==> src/rtl/pc_ras.sv <==
// Fetch program counter with selectable next-PC modes and a circular return-address
// stack for call/return prediction. The PC and the RAS advance only on ihit & ~stall.
module pc_ras #(
  parameter int                 WORD_W    = 32,
  parameter logic [WORD_W-1:0]  RESET_PC  = '0,
  parameter int                 PC_INC    = 4,
  parameter int                 RAS_DEPTH = 8
) (
  input  logic              CLK,
  input  logic              nRST,
  input  logic              ihit,
  input  logic              stall,
  input  logic [2:0]        pc_select,
  input  logic [WORD_W-1:0] target,
  output logic [WORD_W-1:0] imemaddr,
  output logic [WORD_W-1:0] rtn_addr,
  output logic [WORD_W-1:0] ras_top,
  output logic              ras_empty,
  output logic              ras_full,
  output logic              ras_ovf,
  output logic              ras_unf,
  output logic              misalign
);

  localparam int PW = (RAS_DEPTH > 1) ? $clog2(RAS_DEPTH) : 1;
  localparam int CW = PW + 1;
  localparam logic [WORD_W-1:0] INC   = WORD_W'(PC_INC);
  localparam logic [WORD_W-1:0] LOW   = WORD_W'(PC_INC - 1);
  localparam logic [CW-1:0]     DEPTH = CW'(RAS_DEPTH);

  localparam logic [2:0] SEL_SEQ  = 3'd0;
  localparam logic [2:0] SEL_BR   = 3'd1;
  localparam logic [2:0] SEL_J    = 3'd2;
  localparam logic [2:0] SEL_JR   = 3'd3;
  localparam logic [2:0] SEL_CALL = 3'd4;
  localparam logic [2:0] SEL_RET  = 3'd5;

  logic [WORD_W-1:0] r_pc;
  logic [PW-1:0]     r_ptr;
  logic [CW-1:0]     r_cnt;
  logic              r_ovf, r_unf, r_mis;
  logic [WORD_W-1:0] r_ras [RAS_DEPTH];

  logic              w_upd, w_empty, w_full;
  logic [WORD_W-1:0] w_tgt_al, w_pc_nxt;
  logic              w_tgt_mis;
  logic [PW-1:0]     w_ptr_inc, w_ptr_dec;
  logic              w_push, w_pop, w_unf, w_mis;

  assign w_upd     = ihit & ~stall;
  assign w_tgt_al  = target & ~LOW;
  assign w_tgt_mis = |(target & LOW);
  assign w_ptr_inc = r_ptr + PW'(1);
  assign w_ptr_dec = r_ptr - PW'(1);
  assign w_empty   = (r_cnt == '0);
  assign w_full    = (r_cnt == DEPTH);

  assign imemaddr  = r_pc;
  assign rtn_addr  = r_pc + INC;
  assign ras_top   = w_empty ? '0 : r_ras[r_ptr];
  assign ras_empty = w_empty;
  assign ras_full  = w_full;
  assign ras_ovf   = r_ovf;
  assign ras_unf   = r_unf;
  assign misalign  = r_mis;

  always_comb begin
    w_pc_nxt = r_pc + INC;
    w_push   = 1'b0;
    w_pop    = 1'b0;
    w_unf    = 1'b0;
    w_mis    = 1'b0;
    case (pc_select)
      SEL_BR, SEL_J, SEL_JR: begin
        w_pc_nxt = w_tgt_al;
        w_mis    = w_tgt_mis;
      end
      SEL_CALL: begin
        w_pc_nxt = w_tgt_al;
        w_push   = 1'b1;
        w_mis    = w_tgt_mis;
      end
      SEL_RET: begin
        if (!w_empty) begin
          w_pc_nxt = r_ras[r_ptr];
          w_pop    = 1'b1;
        end else begin
          // Empty stack: fall back to the supplied target like a jump.
          w_pc_nxt = w_tgt_al;
          w_unf    = 1'b1;
          w_mis    = w_tgt_mis;
        end
      end
      default: w_pc_nxt = r_pc + INC;
    endcase
  end

  always_ff @(posedge CLK or negedge nRST) begin
    if (!nRST) begin
      r_pc  <= RESET_PC;
      r_ptr <= '0;
      r_cnt <= '0;
      r_ovf <= 1'b0;
      r_unf <= 1'b0;
      r_mis <= 1'b0;
    end else begin
      r_mis <= w_upd & w_mis;
      if (w_upd) begin
        r_pc <= w_pc_nxt;
        if (w_push) begin
          r_ptr <= w_ptr_inc;
          if (w_full) r_ovf <= 1'b1;
          else        r_cnt <= r_cnt + CW'(1);
        end else if (w_pop) begin
          r_ptr <= w_ptr_dec;
          r_cnt <= r_cnt - CW'(1);
        end
        if (w_unf) r_unf <= 1'b1;
      end
    end
  end

  // Entry storage needs no reset; occupancy is tracked by r_cnt alone.
  always_ff @(posedge CLK) begin
    if (nRST && w_upd && w_push) r_ras[w_ptr_inc] <= rtn_addr;
  end

endmodule

==> config.mk <==
export PLATFORM = sky130hd
export DESIGN_NAME = pc_ras
export DESIGN_NICKNAME = d
export VERILOG_FILES = /design/src/rtl/pc_ras.sv
export SDC_FILE = /design/constraint.sdc
export NUM_CORES = 1
export LEC_CHECK = 0
export CAP_MARGIN = 20
export CELL_PAD_IN_SITES_DETAIL_PLACEMENT = 1
export CELL_PAD_IN_SITES_GLOBAL_PLACEMENT = 1
export CORE_MARGIN = 5
export CORE_UTILIZATION = 60
export CTS_BUF_LIST = sky130_fd_sc_hd__clkbuf_8
export CTS_CLUSTER_SIZE = 14
export DETAILED_ROUTE_END_ITERATION = 6
export DONT_BUFFER_PORTS = 1
export PLACE_DENSITY_LB_ADDON = 0.1
export SLEW_MARGIN = 40
export SYNTH_ARGS = -nofsm -noshare
export SYNTH_HDL_FRONTEND = slang
export SYNTH_SLANG_ARGS = --single-unit
==> constraint.sdc <==
create_clock -name CLK -period 7.8 [get_ports CLK]
set_input_delay 0.39 -clock CLK [delete_from_list [all_inputs] [get_ports CLK]]
set_output_delay 0.39 -clock CLK [all_outputs]
set_load 0.03 [all_outputs]
==> results.cfg <==
[global_route]
grt_use_total_pct = 30.7
grtUsageMet1_pct = 39.7
antenna_found_initial = 1
grt_first_pass_wirelength_um = 55500
use_met3_pct = 10.0
top_usage_layer = met2
grt_max_degree = 53
grtUsageMet2_pct = 49.9
overflow = 0
first_global_vias = 8576

[place]
gp_congestion = 0.828
post-place-cells = 1058
port-buffer-count = 0
place_area_sq_um = 13400
dpl.hpwl_um = 22400
dp_worst_setup_slack_ps = 4300

[cts]
insertion_delay_ps = 550
cts_tree = built
clk_pin_slew_worst_paths_ps = 70
cts_sinks = 298
h-tree-depth = 2
cts_buffers = 47
clockBufferDepth = 3
cts-root-buf = clkbuf_8
cts_setup_buffers = 0

[critical_path]
timing.critical_path.to_type = output pin
regToRegSetupSlack_ps = 4530
crit_top_cell = nand2_1
slowest_delay_ps = 750
crit_arrival_ps = 3380
worstPathCellList = nand2_1, or3_4, nor2_1, nand2_1, xnor2_2
crit_path_start_kind = flop
required_ps = 7410
path_delay_family = simple AND/OR/NAND/NOR gates
r2r_start = r_cnt[0]$_DFFE_PN0P_
rr_endpoint = imemaddr[20]$_DFFE_PN0P_
cp_slowest_cell = dfrtp_1
crit_type = flop to output pin
path_max_fanout = 12
critPathBufInv = 0
ff2ff_path_depth = 6

[sta]
max_freq_ghz = 0.265
slew_headroom_pct = 44.0
finalSetupViolations = 0
rsz0062_at_grt = false
final_hold_viol_count = 0
tightestPinTransition_ps = 837
timing.final.crit_period_ps = 3770
finalSetupTns_ps = 0
worst_slack_ps = 4030
final.setup_skew_ps = 15.7
post-route-period-util_pct = 48.4
slew_viol_final = 0

[floorplanning]
die_y_um = 157
dieArea_sq_um = 24500
core-area_sq_um = 21100
die_w_um = 157
rows = 53
pin_count = 140
start_util_pct = 61.1

[detailed_routing]
detail_route.wl_per_cell_um = 32.5
viasPerCell = 6.90
drc = 0
vias = 7904
antenna_left = 0
drt_pre_antenna_iters = 6
wirelength_um = 37200
drt_iter0_markers = 800

[logic_synthesis]
synth.distinct_cells = 66
synth_nets = 847
syn_inst = 802
synthTopCellsByArea = edfxtp_1, mux4_2, dfrtp_1
synth.top_cell.area_share_pct = 59.7
ys_ff_latch = 298
synth_top_area_cell = edfxtp_1
ys.warnings.count = 0
async_flop_share_pct = 14.1
synth-seq-area-share_pct = 67.8
syn_avg_cell_area_sq_um = 16.1
synth_area_sq_um = 12900
synthFlopType = edfxtp_1
synth_edf_count = 256

[worst_hold_path]
hold_depth = 1
whs_endpoint = misalign$_DFF_PN0_
hp-start = target[0]
hp-class = primary input to flop

[layout]
drive_gt1_share_pct = 21.7
n_fill_cell = 1826
multi_input_area_sq_um = 4020
layout_commonest_cell = edfxtp_1
final_area_sq_um = 14400
n_antenna_cell = 0
seq_area_sq_um = 8750
syn_to_final_growth_pct = 11.8
final_cell_count_no_fill = 1146
final_cell_mix = edfxtp_1, nor2_1, mux4_2, mux2i_1, clkbuf_8
layout.nets = 880

[power_and_ir_drop]
leakage_nw = 4.87
ir_drop_v = 0.000317
cellPowerDensity_nw_per_um2 = 375

[outcome]
outcome = finished clean

[job]
drv_cap = 0
-- cell type report --
type                            instances  area share (%)
Clock buffer                           50            4.78
Clock inverter                         35            1.51
Inverter                               11           0.295
Multi-Input combinational cell        440            27.9
Sequential cell                       298            60.7
Tap cell                              275            2.39
Timing Repair Buffer                   37            2.35
-- sequential cells by signal, summed over array words and instances (netlist names) --
name,cells
imemaddr,32
misalign,1
r_cnt,4
r_ptr,3
r_ras,256
ras_ovf,1
ras_unf,1
-- cells in the mapped netlist, drive strengths merged, types with 3 or more instances --
cell and instances:
or4 4, nand2 31, and4 6, nor2b 3, nor4 8, a32o 4
mux2i 51, and3 9, buf 29, edfxtp 256, o22a 5, a21oi 16
a31oi 10, a21o 3, o22ai 3, nand4 6, ha 5, a22oi 12
o2bb2ai 14, o21ai 32, dfrtp 42, nor3 8, and2 7, clkbuf 24
a2bb2oi 3, a221o 3, mux4 51, xnor2 19, inv 10, nor2 62
a221oi 11, o31a 3, nand3 13, xor2 17
-- metrics by stage --
step | total power [mW] | util (%) | hold WS [ps]
6_report | 5.39 | 68.3 | 33.9
5_1_grt | 5.62 | 68.3 | 10.4
4_1_cts | 5.40 | 68.1 | 11.9
3_5_place_dp | 4.09 | 63.6 | 95.8
3_3_place_gp | 3.98 | 63.1 | 95.7
2_1_floorplan | 3.57 | - | 94.4
-- logic make-up (layout without fill, tap and decap cells) --
family                     after synthesis  in the layout  synth area share [%]
DFF                                    298            298                  67.8
and+or+nand+nor                        166            166                  6.83
AOI/OAI and AO/OA                      129            129                  7.09
muxes                                  103            103                  13.0
buffers and inverters                   64            133                  2.22
xor gates and xnor gates                36             36                  2.45
adders and majority gates                6              6                 0.641
-- how the worst max path moves through the flow --
stage | slack, ps | depth (start not counted) | start | to
global placement | 4340 | 5 | r_ptr[0]$_DFFE_PN0P_ | r_ras[2][2]$_DFFE_PP_
floorplan | 3420 | 7 | r_ptr[0]$_DFFE_PN0P_ | r_ras[0][0]$_DFFE_PP_
detailed placement | 4300 | 6 | r_cnt[0]$_DFFE_PN0P_ | imemaddr[30]$_DFFE_PN0P_
finish | 4030 | 5 | imemaddr[9]$_DFFE_PN0P_ | rtn_addr[22]
CTS | 3980 | 5 | r_ptr[1]$_DFFE_PN0P_ | ras_top[16]
global route | 3890 | 5 | imemaddr[9]$_DFFE_PN0P_ | rtn_addr[22]
-- per-layer routing --
layer / routed length, um / up-vias
li1: - / 3242
met1: 13900 / 4123
met2: 18600 / 448
met3: 3760 / 89
met4: 1010 / 2
met5: 20 / -
-- what timing repair did --
item                       in CTS  in global routing
setup endpoints to repair       0                  0
hold endpoints to repair       42                  0
gates resized for setup         0                  0
hold buffers                    2                  0
-- power by group --
part / internal (mW) / leakage, nW / total (mW) / switching, mW
Clock: 0.691 / 0.515 / 1.29 / 0.602
Sequential: 1.91 / 2.82 / 2.21 / 0.291
Combinational: 0.603 / 1.54 / 1.90 / 1.29
Total: 3.21 / 4.87 / 5.39 / 2.18
Power figures use the tool's default switching activity.
